### config.mk
export PLATFORM = sky130hd
export DESIGN_NAME = rect_plotter
export DESIGN_NICKNAME = d
export VERILOG_FILES = /design/src/rtl/rect_plotter.sv
export SDC_FILE = /design/constraint.sdc
export NUM_CORES = 1
export LEC_CHECK = 0
export BUFFER_PORTS_ARGS = -buffer_cell sky130_fd_sc_hd__clkbuf_2
export CAP_MARGIN = 20
export CORE_ASPECT_RATIO = 1.2
export CORE_UTILIZATION = 49
export CTS_BUF_LIST = sky130_fd_sc_hd__clkbuf_8
export CTS_CLUSTER_DIAMETER = 120
export DETAILED_ROUTE_END_ITERATION = 10
export PLACE_DENSITY = 0.7
export SLEW_MARGIN = 0
export SYNTH_ARGS = -nofsm -noshare
export SYNTH_HDL_FRONTEND = slang
export SYNTH_SLANG_ARGS = --single-unit
### constraint.sdc
create_clock -name CLOCK_50 -period 6.71 [get_ports CLOCK_50]
set_input_delay 1.0065 -clock CLOCK_50 [delete_from_list [all_inputs] [get_ports CLOCK_50]]
set_output_delay 1.0065 -clock CLOCK_50 [all_outputs]
set_load 0.1 [all_outputs]
### src/rtl/rect_plotter.sv
// rect_plotter: fills a w x h rectangle one pixel per clock, clipping pixels past X_MAX/Y_MAX.
// Optional macro RECT_PLOTTER_CLEAR_EN adds a `clear` input that fills the whole screen.
module rect_plotter #(
    parameter int X_W      = 8,
    parameter int Y_W      = 7,
    parameter int COLOUR_W = 3,
    parameter int X_MAX    = 159,
    parameter int Y_MAX    = 119
) (
    input  logic                CLOCK_50,
    input  logic                reset,
    input  logic                start,
    input  logic [X_W-1:0]      x0,
    input  logic [Y_W-1:0]      y0,
    input  logic [X_W-1:0]      w,
    input  logic [Y_W-1:0]      h,
    input  logic [COLOUR_W-1:0] fill_colour,
`ifdef RECT_PLOTTER_CLEAR_EN
    input  logic                clear,
`endif
    output logic                busy,
    output logic                done,
    output logic [X_W-1:0]      x,
    output logic [Y_W-1:0]      y,
    output logic [COLOUR_W-1:0] colour,
    output logic                plot
);

    typedef enum logic [1:0] {IDLE, DRAW, DONE} state_t;

    localparam logic [X_W:0]   X_LIM  = (X_W+1)'(X_MAX);
    localparam logic [Y_W:0]   Y_LIM  = (Y_W+1)'(Y_MAX);
    localparam logic [X_W-1:0] X_ONE  = 1;
    localparam logic [Y_W-1:0] Y_ONE  = 1;
`ifdef RECT_PLOTTER_CLEAR_EN
    localparam logic [X_W-1:0] X_LAST = X_W'(X_MAX);
    localparam logic [Y_W-1:0] Y_LAST = Y_W'(Y_MAX);
`endif

    state_t state, state_n;
    logic [X_W-1:0]      x_base, x_base_n, last_cx, last_cx_n, cx, cx_n, x_n;
    logic [Y_W-1:0]      y_base, y_base_n, last_cy, last_cy_n, cy, cy_n, y_n;
    logic [COLOUR_W-1:0] col_r, col_n, colour_n;
    logic                plot_n, busy_n, done_n;
    logic [X_W-1:0]      sel_x0, sel_last_cx;
    logic [Y_W-1:0]      sel_y0, sel_last_cy;
    logic                sel_empty;
    logic [X_W:0]        px;
    logic [Y_W:0]        py;

    // Offsets run to last_cx/last_cy (w-1, h-1) so a full-width clear never needs w+1 bits.
    always_comb begin
        state_n   = state;
        x_base_n  = x_base;
        y_base_n  = y_base;
        last_cx_n = last_cx;
        last_cy_n = last_cy;
        col_n     = col_r;
        cx_n      = cx;
        cy_n      = cy;
        x_n       = x;
        y_n       = y;
        colour_n  = colour;
        plot_n    = 1'b0;
        busy_n    = 1'b0;
        done_n    = 1'b0;

        sel_x0      = x0;
        sel_y0      = y0;
        sel_last_cx = w - X_ONE;
        sel_last_cy = h - Y_ONE;
        sel_empty   = (w == '0) || (h == '0);
`ifdef RECT_PLOTTER_CLEAR_EN
        if (clear) begin
            sel_x0      = '0;
            sel_y0      = '0;
            sel_last_cx = X_LAST;
            sel_last_cy = Y_LAST;
            sel_empty   = 1'b0;
        end
`endif
        px = {1'b0, x_base} + {1'b0, cx};
        py = {1'b0, y_base} + {1'b0, cy};

        unique case (state)
            IDLE: begin
                if (start) begin
                    x_base_n  = sel_x0;
                    y_base_n  = sel_y0;
                    last_cx_n = sel_last_cx;
                    last_cy_n = sel_last_cy;
                    col_n     = fill_colour;
                    cx_n      = '0;
                    cy_n      = '0;
                    busy_n    = 1'b1;
                    if (sel_empty) begin
                        state_n = DONE;
                        done_n  = 1'b1;
                    end else begin
                        state_n  = DRAW;
                        px       = {1'b0, sel_x0};
                        py       = {1'b0, sel_y0};
                        x_n      = sel_x0;
                        y_n      = sel_y0;
                        colour_n = fill_colour;
                        plot_n   = (px <= X_LIM) && (py <= Y_LIM);
                    end
                end
            end
            DRAW: begin
                busy_n = 1'b1;
                if (cx == last_cx && cy == last_cy) begin
                    state_n = DONE;
                    done_n  = 1'b1;
                end else begin
                    if (cx == last_cx) begin
                        cx_n = '0;
                        cy_n = cy + Y_ONE;
                    end else begin
                        cx_n = cx + X_ONE;
                    end
                    px       = {1'b0, x_base} + {1'b0, cx_n};
                    py       = {1'b0, y_base} + {1'b0, cy_n};
                    x_n      = px[X_W-1:0];
                    y_n      = py[Y_W-1:0];
                    colour_n = col_r;
                    plot_n   = (px <= X_LIM) && (py <= Y_LIM);
                end
            end
            DONE: begin
                state_n = IDLE;
            end
            default: begin
                state_n = IDLE;
            end
        endcase
    end

    always_ff @(posedge CLOCK_50) begin
        if (reset) begin
            state   <= IDLE;
            x_base  <= '0;
            y_base  <= '0;
            last_cx <= '0;
            last_cy <= '0;
            col_r   <= '0;
            cx      <= '0;
            cy      <= '0;
            x       <= '0;
            y       <= '0;
            colour  <= '0;
            plot    <= 1'b0;
            busy    <= 1'b0;
            done    <= 1'b0;
        end else begin
            state   <= state_n;
            x_base  <= x_base_n;
            y_base  <= y_base_n;
            last_cx <= last_cx_n;
            last_cy <= last_cy_n;
            col_r   <= col_n;
            cx      <= cx_n;
            cy      <= cy_n;
            x       <= x_n;
            y       <= y_n;
            colour  <= colour_n;
            plot    <= plot_n;
            busy    <= busy_n;
            done    <= done_n;
        end
    end

endmodule

Word-level counts from Yosys, hierarchy flattened
Cells that the tools add are included.
{"block": "totals", "mem_bits_ro": 0, "in_bits": 36, "latch_bits": 0, "n_memories": 0, "ram_bits": 0, "ff_bits": 71, "output_inout_bits": 21}
{"block": "op_classes", "magnitude_cmp": 4, "eq_ne": 7, "mul": 0, "bitwise_logic": 0, "n_reduce_logical": 12, "shift": 0, "n_div": 0, "muxes": 38, "n_addsub": 6}
{"cell": "$mux 8", "n": 8}
{"cell": "$mux 7", "n": 8}
{"cell": "$pmux 8 s2", "n": 2}
{"cell": "$pmux 7 s2", "n": 2}
{"cell": "$add 8x8->9", "n": 1}
{"cell": "$le 9x8->1 const B", "n": 1}
{"cell": "$mux 3", "n": 3}
{"cell": "$add 7x7->8", "n": 1}
{"cell": "$add 8x1->8 const B", "n": 1}
{"cell": "$eq 8x8->1", "n": 1}
{"cell": "$le 8x7->1 const B", "n": 1}
{"cell": "$le 8x8->1 const B", "n": 1}
{"cell": "$logic_not 8->1", "n": 1}
{"cell": "$ne 2x2->1 const B", "n": 4}
{"cell": "$sub 8x1->8 const B", "n": 1}
{"cell": "$add 7x1->7 const B", "n": 1}
{"cell": "$eq 7x7->1", "n": 1}
{"cell": "$le 7x7->1 const B", "n": 1}
{"cell": "$logic_not 7->1", "n": 1}
{"cell": "$mux 1", "n": 7}
{"cell": "$sub 7x1->7 const B", "n": 1}
{"cell": "$mux 2", "n": 3}
{"cell": "$pmux 1 s2", "n": 3}
{"cell": "$pmux 3 s2", "n": 1}
{"cell": "other kinds (9)", "n": 12}

Longest topological paths before layout
Gate-level depths: netlist (run 1).
{"block": "logic_depth", "ltp_word": 9, "ltp_mapped": 15, "mapped_depth_nobuf": 13}

Least setup slack after synthesis (run 1)
Ideal clock, no wire load.
{"block": "synth_path", "path_type": "register -> register", "start": "reg cx[0]", "end": "reg x[6]", "path_stages_with_launch": 16, "setup_time_ns": 0.088, "required_ns": 6.622, "arrival_ns": 3.106, "slack_ns": 3.516, "period_less_slack_ns": 3.194, "cell_sequence": "dfxtp_1 buf_6 xnor2_2 nand4_1 nor2_1 clkbuf_1 nor2_1 ha_1 inv_1 fa_1 nand2b_1 a221oi_4 nor4_1 nor4b_4 or2_2 a311oi_2"}
{"block": "synth_between", "elab_chain_cells": 7, "word_cells_on_any_way": 11}
{"item": "start: declaration", "line_no": "41", "text": "logic [X_W-1:0] x_base, x_base_n, last_cx, last_cx_n, cx, cx_n, x_n;"}
{"item": "start signal: assignment", "line_no": "162", "text": "cx <= cx_n;"}
{"item": "$add 8x1->8 / $eq 8x8->1 (equally long branches)", "line_no": "120, 112, 116"}
{"item": "$mux 8", "line_no": "116", "text": "if (cx == last_cx) begin"}
{"item": "$mux 8", "line_no": "112", "text": "if (cx == last_cx && cy == last_cy) begin"}
{"item": "$mux 8", "line_no": "85", "text": "unique case (state)"}
{"item": "$add 8x8->9", "line_no": "122", "text": "px = {1'b0, x_base} + {1'b0, cx_n};"}
{"item": "$mux 8", "line_no": "112"}
{"item": "$pmux 8 s2", "line_no": "85"}
{"item": "end signal: assignment", "line_no": "164", "text": "x <= x_n;"}
{"item": "end: declaration", "line_no": "23", "text": "output logic [X_W-1:0] x,"}
Several ways; a longest one is shown, not always the timed one. The select of a mux whose other input is x is not followed.
A chain may end at the register's enable or synchronous reset.

Final worst setup path (run 1)
{"block": "layout_path", "start": "reg cx[2]", "end": "reg plot"}
{"block": "layout_between", "elab_chain_cells": 9, "word_cells_on_any_way": 16}
{"item": "$add 8x1->8 / $eq 8x8->1 (equally long branches)", "line_no": "120, 112, 116"}
{"item": "$mux 8 / $mux 7 (equally long branches)", "line_no": "116"}
{"item": "$mux 8 / $mux 7 (equally long branches)", "line_no": "112"}
{"item": "$mux 8 / $mux 7 (equally long branches)", "line_no": "85"}
{"item": "$add 8x8->9 / $add 7x7->8 (equally long branches)", "line_no": "122, 123"}
{"item": "$le 9x8->1 / $le 8x7->1 (equally long branches)", "line_no": "127", "text": "plot_n = (px <= X_LIM) && (py <= Y_LIM);"}
{"item": "$logic_and 1x1->1", "line_no": "127"}
{"item": "$mux 1 *", "line_no": "112"}
{"item": "$pmux 1 s2 *", "line_no": "85"}
{"item": "end signal: assignment", "line_no": "167", "text": "plot <= plot_n;"}
{"item": "end: declaration", "line_no": "26", "text": "output logic plot"}
Mark *: on every way between the ends. The rest lies on a longest branch, timed or not. The select of a mux whose other input is x is not followed.

==> flow_metrics.env, run 1 <==
export IMPL_status="finished clean"
export IMPL_num_rows=36
export IMPL_fin_total_pwr_mw=1.14
export IMPL_clock_skew_ps=7.19
export IMPL_vdd_drop_max_mv=0.117
export IMPL_finalNonFillerCells=684
export IMPL_pin_count=57
export IMPL_cts_buffers=9
export IMPL_yosysSeqAreaShare_pct=33.3
export IMPL_hpwlAfterDp_mm=7.26
export IMPL_io_buffer_count=56
export IMPL_crit_chain="xnor2_2 -> nand4_1 -> nor2_1 -> nand2_1 -> xnor2_1 -> ha_1 -> o21ai_0 -> nor2_1 -> o31a_1 -> o21a_1 -> a2111oi_4 -> o221ai_2 -> a2111oi_2"
export IMPL_required_ps=6960
export IMPL_arrival_ps=4110
export IMPL_finalHoldViolations=0
export IMPL_swShare_pct=36.1
export IMPL_grt_first_pass_wirelength_mm=17.1
export IMPL_grt_pass1_vias=3697
export IMPL_nets=622
export IMPL_tns_ps=0
export IMPL_leakage_nw=2.02
export IMPL_grt_util_all_layers_pct=23.6
export IMPL_critPathLaunchType="register"
export IMPL_yosys_register_bits=71
export IMPL_final_period_utilization_pct=57.4
export IMPL_post_place_cells=667
export IMPL_clock_fmax_mhz=259
export IMPL_period_needed_ps=3850
export IMPL_grt_overflow=0
export IMPL_ctsResizeCount=0
export IMPL_max_cap_violations=0
export IMPL_final_layout_size_suffix_gt1_share_pct=16.7
export IMPL_vias=3801
export IMPL_ant_nets=0
export IMPL_antenna_found_initial=0
export IMPL_maxSlewHeadroom_pct=37.3
export IMPL_async_reset_ff_share_pct=0
export IMPL_p_int_uw=730
export IMPL_cts_num_sinks=71
export IMPL_endpoint_kind="register"
export IMPL_post_cts_buffers=0
export IMPL_syn_inst=526
export IMPL_powerDensity_mw_per_mm2=237
export IMPL_cts_tree="done"
export IMPL_htreeDepth=3
export IMPL_setup_viol=0
export IMPL_clockBufferDepth=2
export IMPL_wl_per_cell_um=14.6
export IMPL_antenna_cells=0
export IMPL_slew_violations=0
export IMPL_switching_power_uw=412
export IMPL_ys_flop_type="dfxtp_1"
export IMPL_synth_edff_count=0
export IMPL_cts_clk_slew_worst_paths_ps=70
export IMPL_first_pass_iters=4
export IMPL_hp_class="register to register"
export IMPL_cts_hold_buffers_added=0
export IMPL_syn_num_nets=582
export IMPL_start_util_pct=51.6
export IMPL_pwr_share_clk_pct=30.0
export IMPL_core_sq_mm=0.00829
export IMPL_crit_top_cell="nor2_1"
export IMPL_gp_congestion=0.900
export IMPL_grt_setup_unrepaired="false"
export IMPL_totalWireLength_mm=9.97
export IMPL_drt_drc_violations_left=0
export IMPL_insertion_delay_ps=350
export IMPL_seq_power_share_pct=41.6
export IMPL_dieHeight_um=104
export IMPL_synth_area_sq_mm=0.00427
export IMPL_tightest_slew_ps=941
export IMPL_critPathMaxStageDelay_ps=670
export IMPL_yosys_warnings=0
export IMPL_avgViaCountPerCell=5.56
export IMPL_cts_root_buffer="clkbuf_8"
export IMPL_ys_types=66
export IMPL_die_area_sq_mm=0.00910
export IMPL_grt_max_degree=73
export IMPL_critPathSlowestCell="nor2_1"
export IMPL_drtIter0Drc=189
export IMPL_cp_max_fo=13
export IMPL_area_growth_pct=12.6
export IMPL_comb_power_share_pct=28.4
export IMPL_critical_path_class="register to register"
export IMPL_syn_area_per_cell_sq_um=8.12
export IMPL_die_width_um=87.2
-- layer usage --
layer	routed length (um)	global-route usage [%]
met1	4430	29.2
met2	4810	39.5
met3	494	3.81
met4	233	10.9
met5	0	0
-- logic make-up after synthesis --
family | after synthesis | share of synthesized area [%]
and+or+nand+nor | 224 | 24.7
muxes | 5 | 1.17
DFF | 71 | 33.3
AOI/OAI and AO/OA | 116 | 20.2
buffers and inverters | 44 | 4.60
xor gates and xnor gates | 45 | 9.58
adders and majority gates | 21 | 6.44
-- worst max-delay path: cells and delay by family (launching register included) --
family | cells | cell delay, ps
AOI/OAI and AO/OA | 6 | 1340
adders and majority gates | 1 | 320
DFF | 1 | 490
and+or+nand+nor | 4 | 1180
xor gates and xnor gates | 2 | 410
-- path summary, 6_finish.rpt --
kind | startpoint | endpoint | slack (ps) | depth (start not counted)
setup / recovery | cx[2]$_SDFFE_PP0P_ | plot$_SDFF_PP0_ | 2860 | 13
hold / removal | col_r[0]$_SDFFE_PP0P_ | col_r[0]$_SDFFE_PP0P_ | 460 | 2
setup reg to reg | cx[2]$_SDFFE_PP0P_ | plot$_SDFF_PP0_ | 2860 | 13
hold reg to reg | col_r[0]$_SDFFE_PP0P_ | col_r[0]$_SDFFE_PP0P_ | 460 | 2
-- synthesized netlist by cell type (3+ instances only) --
master / instances / area [sq um]
a211oi_1: 17 / 128
a21o_1: 5 / 37.5
a21oi_1: 34 / 170
a311oi_1: 11 / 96.3
a31oi_1: 7 / 43.8
and2_1: 6 / 37.5
and3_1: 4 / 25.0
buf_2: 4 / 20.0
buf_6: 3 / 33.8
clkbuf_1: 23 / 86.3
dfxtp_1: 71 / 1420
ha_1: 18 / 225
inv_1: 11 / 41.3
mux2i_1: 5 / 50.1
nand2_1: 76 / 285
nand2b_1: 9 / 56.3
nand3_1: 16 / 80.1
nand4_1: 7 / 43.8
nor2_1: 63 / 236
nor2b_1: 4 / 25.0
nor3_1: 17 / 85.1
nor4_1: 3 / 18.8
o211a_1: 3 / 30.0
o211ai_1: 4 / 30.0
o21ai_0: 10 / 50.1
or2_2: 3 / 18.8
or3_1: 3 / 18.8
xnor2_1: 26 / 228
xor2_1: 17 / 149
-- cell type report --
cell class	instances	area (sq um)
Clock buffer	11	151
Clock inverter	4	46.3
Fill cell	812	3480
Inverter	11	41.3
Multi-Input combinational cell	411	2660
Sequential cell	71	1420
Tap cell	114	143
Timing Repair Buffer	62	353
-- per-stage QoR --
stage / worst slack (ps) / area, sq um / utilization [%] / hold slack [ps]
final: 2860 / 4810 / 58.0 / 457
after global routing: 2440 / 4810 / 58.0 / 481
after CTS: 2860 / 4770 / 57.5 / 458
after detailed placement: 2870 / 4570 / 55.1 / 448
after global placement: 3010 / 4570 / 55.1 / 442
after floorplan: 3520 / 4270 / - / 437
-- placed cells by master (no fill, tap or decap), drive strengths merged, types with 4 or more instances in the layout --
master,instances
nand2b,9
and2,6
and3,4
ha,18
inv,12
a311oi,12
xor2,17
mux2i,5
o211ai,4
buf,6
nand4,7
a21oi,35
a31oi,7
nor3,17
xnor2,28
nor2b,4
a211oi,17
a21o,5
nand2,77
nand3,16
o21ai,12
dfxtp,71
clkbuf,67
nor2,63
-- sequential cells by signal, summed over array words and instances (netlist names) --
name     cells
cx           8
last_cx      8
x            8
x_base       8
cy           7
last_cy      7
y            7
y_base       7
col_r        3
colour       3
state        2
busy         1
done         1
plot         1
-- power by group through the flow --
stage / Combinational (mW) / Clock, mW / Sequential [mW]
after floorplan: 0.159 / 0 / 0.583
after global placement: 0.315 / 0 / 0.484
after detailed placement: 0.319 / 0 / 0.484
after CTS: 0.321 / 0.350 / 0.475
after global routing: 0.354 / 0.368 / 0.479
final: 0.325 / 0.343 / 0.475
No activity file was read; power rests on OpenSTA's default activity.
==> run 2: changes to the inputs <==
Settings changed: ABC_AREA set to 1, PLACE_DENSITY 0.7 to 0.73.
Clock period 6.71 ns to 3.36 ns, I/O delays scaled along.
==> flow_metrics.env, run 2 <==
export IMPL_yosys_area_top_type="dfxtp_1"
export IMPL_max_cap_violations=0
export IMPL_min_delay_start="h[0]"
export IMPL_syn_num_nets=623
export IMPL_met1_usage_pct=27.8
export IMPL_grt_first_pass_wirelength_mm=15.6
export IMPL_grt_max_degree=37
export IMPL_critical_path_class="register to register"
export IMPL_r2r_start="cx[1]$_SDFFE_PP0P_"
export IMPL_yosysSeqAreaShare_pct=35.1
export IMPL_rr_worst_depth=25
export IMPL_final_common_cell="nand2_1"
export IMPL_tns_ps=0
export IMPL_dieHeight_um=102
export IMPL_cts_buffers=9
export IMPL_gr_max_usage_layer="met2"
export IMPL_comb_power_share_pct=30.8
export IMPL_cts_clk_slew_worst_paths_ps=70
export IMPL_hp_class="input pin to register"
export IMPL_insertion_delay_ps=360
export IMPL_required_ps=3600
export IMPL_io_buffer_count=56
export IMPL_period_needed_ps=2980
export IMPL_vdd_drop_max_mv=0.339
export IMPL_reg2reg_to="plot$_SDFF_PP0_"
export IMPL_drt_drc_violations_left=0
export IMPL_final_cell_mix="111 x nand2_1, 68 x dfxtp_1, 63 x nor2_1"
export IMPL_drtIter0Drc=136
export IMPL_register_area_sq_mm=0.00143
export IMPL_p_int_mw=1.41
export IMPL_htreeDepth=3
export IMPL_grt_overflow=0
export IMPL_gp_congestion=0.880
export IMPL_clock_skew_ps=5.69
export IMPL_switching_power_uw=892
export IMPL_antenna_cells=0
export IMPL_use_met2_pct=39.3
export IMPL_totalWireLength_mm=9.25
export IMPL_critPathLaunchType="register"
export IMPL_die_width_um=85.0
export IMPL_cts_tree="done"
export IMPL_start_util_pct=50.3
export IMPL_area_growth_pct=13.4
export IMPL_arrival_ps=3220
export IMPL_tightest_slew_ps=684
export IMPL_cts_num_sinks=71
export IMPL_status="finished clean"
export IMPL_leakage_nw=2.18
export IMPL_seq_power_share_pct=42.3
export IMPL_ys_types=41
export IMPL_nets=674
export IMPL_clockBufferDepth=2
export IMPL_synth_area_sq_mm=0.00406
export IMPL_core_sq_mm=0.00806
export IMPL_cts_root_buffer="clkbuf_8"
export IMPL_avgViaCountPerCell=5.23
export IMPL_fillers=731
export IMPL_maxSlewHeadroom_pct=54.1
export IMPL_ys_flop_type="dfxtp_1"
export IMPL_syn_inst=567
export IMPL_dp_slack_ps=322
export IMPL_final_layout_size_suffix_gt1_share_pct=20.0
export IMPL_antenna_found_initial=0
export IMPL_swShare_pct=38.7
export IMPL_first_pass_iters=5
export IMPL_ant_nets=0
export IMPL_async_reset_ff_share_pct=0
export IMPL_yosys_warnings=0
export IMPL_grt_pass1_vias=3458
export IMPL_hold_end="last_cy[0]$_SDFFE_PP0P_"
export IMPL_finalHoldViolations=0
export IMPL_place_area_sq_mm=0.00440
export IMPL_hpwlAfterDp_mm=6.75
export IMPL_layout_setup_ws_ps=378
export IMPL_syn_area_per_cell_sq_um=7.15
export IMPL_cp_max_fo=10
export IMPL_synthTopCellsByArea="dfxtp_1 35%, nand2_1 10%, o21ai_0 6.4%, nor2_1 5.9%, a21oi_1 5.8%"
export IMPL_synth_top_cell_area_share_pct=35.1
export IMPL_synth_edff_count=0
export IMPL_final_period_utilization_pct=88.8
export IMPL_die_area_sq_mm=0.00865
export IMPL_clock_fmax_mhz=335
export IMPL_num_rows=36
export IMPL_pwr_share_clk_pct=27.0
export IMPL_yosysMostFrequentCell="nand2_1"
export IMPL_use_met3_pct=4.73
export IMPL_yosys_register_bits=71
export IMPL_setup_viol=0
export IMPL_wl_per_cell_um=12.9
export IMPL_powerDensity_mw_per_mm2=500
export IMPL_slew_violations=0
export IMPL_reg2reg_slack_ps=380
export IMPL_synthTopCellsByCount="111 x nand2_1, 71 x dfxtp_1, 64 x nor2_1"
export IMPL_vias=3737
export IMPL_grt_util_all_layers_pct=22.9
export IMPL_multi_input_area_sq_mm=0.00232
export IMPL_fin_area_sq_mm=0.00460
export IMPL_grt_setup_unrepaired="false"
export IMPL_endpoint_kind="register"
export IMPL_holdPathStages=2
export IMPL_post_cts_buffers=0
export IMPL_pin_count=57
## run 2: cell count changes in the layout (fill, tap and decap cells not counted), sizes merged, moves of 6 or more
cell,delta
inv,+49
nand2,+49
o21ai,+42
a21oi,+17
xnor2,-15
a211oi,-14
a311oi,-12
nor3,-12
nand3,+10
nand2b,-9
and2,-6
nor2,+6
## run 2: repair_timing
item	in CTS	in global routing
hold buffers	0	0
setup endpoints to repair	0	1
resized for setup	0	6
## run 2: per-layer routing
layer  up-vias  share of wire (%)  routed length [um]
met5         -                  0                   0
met3        14                4.7                 437
met4         0                2.0                 189
li1       1947                  -                   -
met1      1697                 48                4420
met2        79                 45                4210
## run 2: final cells by class
class                           count  share of cell area (%)
Tap cell                           95                    2.58
Clock inverter                      1                   0.109
Inverter                           62                    5.22
Timing Repair Buffer               62                    7.07
Clock buffer                       12                    3.59
Sequential cell                    71                    31.0
Multi-Input combinational cell    412                    50.4
## run 2: worst max-delay path by stage
stage	startpoint	cells after the start	slack, ps	endpoint
floorplan	cx[4]$_SDFFE_PP0P_	23	600	plot$_SDFF_PP0_
global placement	cx[0]$_SDFFE_PP0P_	24	410	plot$_SDFF_PP0_
detailed placement	cx[0]$_SDFFE_PP0P_	24	320	plot$_SDFF_PP0_
CTS	cx[0]$_SDFFE_PP0P_	24	270	plot$_SDFF_PP0_
global route	cx[1]$_SDFFE_PP0P_	26	10	plot$_SDFF_PP0_
finish	cx[1]$_SDFFE_PP0P_	25	380	plot$_SDFF_PP0_
## run 2: through the flow
step / power [mW] / hold WS (ps) / util [%] / cells
2_1_floorplan: 1.55 / 444 / - / 567
3_3_place_gp: 1.68 / 468 / 54.5 / 702
3_5_place_dp: 1.69 / 470 / 54.5 / 702
4_1_cts: 2.31 / 336 / 56.7 / 715
5_1_grt: 2.42 / 354 / 57.0 / 715
6_report: 2.30 / 351 / 57.0 / 715
## run 2: critical path, stage by stage (launching register included)
cell and delay (ps):
dfxtp_1 340, inv_1 90, nand2_1 50, nand2_1 60, nand2_1 60, nor2_2 160
nand2_4 150, inv_6 120, nand2_1 60, nor2_2 110, nand2_1 70, xor2_1 140
inv_1 100, ha_4 290, nand3_1 60, nand3_1 110, a21oi_1 70, o21ai_0 180
xor2_1 220, nand3_1 110, nand2_1 70, nor2_1 40, nand2_1 50, inv_1 30
nand2_1 60, a21oi_2 40
## run 2: cells by family after synthesis
family	after synthesis	share of synthesized area (%)
flops	71	35.1
buf+inv	84	8.42
simple gates	235	26.0
fa+ha+maj	20	6.54
xor+xnor	27	5.83
compound gates	130	18.1
## run 2: power groups by stage
stage | sequential, mW | combinational, mW | clock (mW)
final | 0.973 | 0.708 | 0.621
after global routing | 0.982 | 0.774 | 0.661
after CTS | 0.971 | 0.708 | 0.632
after detailed placement | 0.989 | 0.705 | 0
after global placement | 0.988 | 0.696 | 0
after floorplan | 1.23 | 0.321 | 0
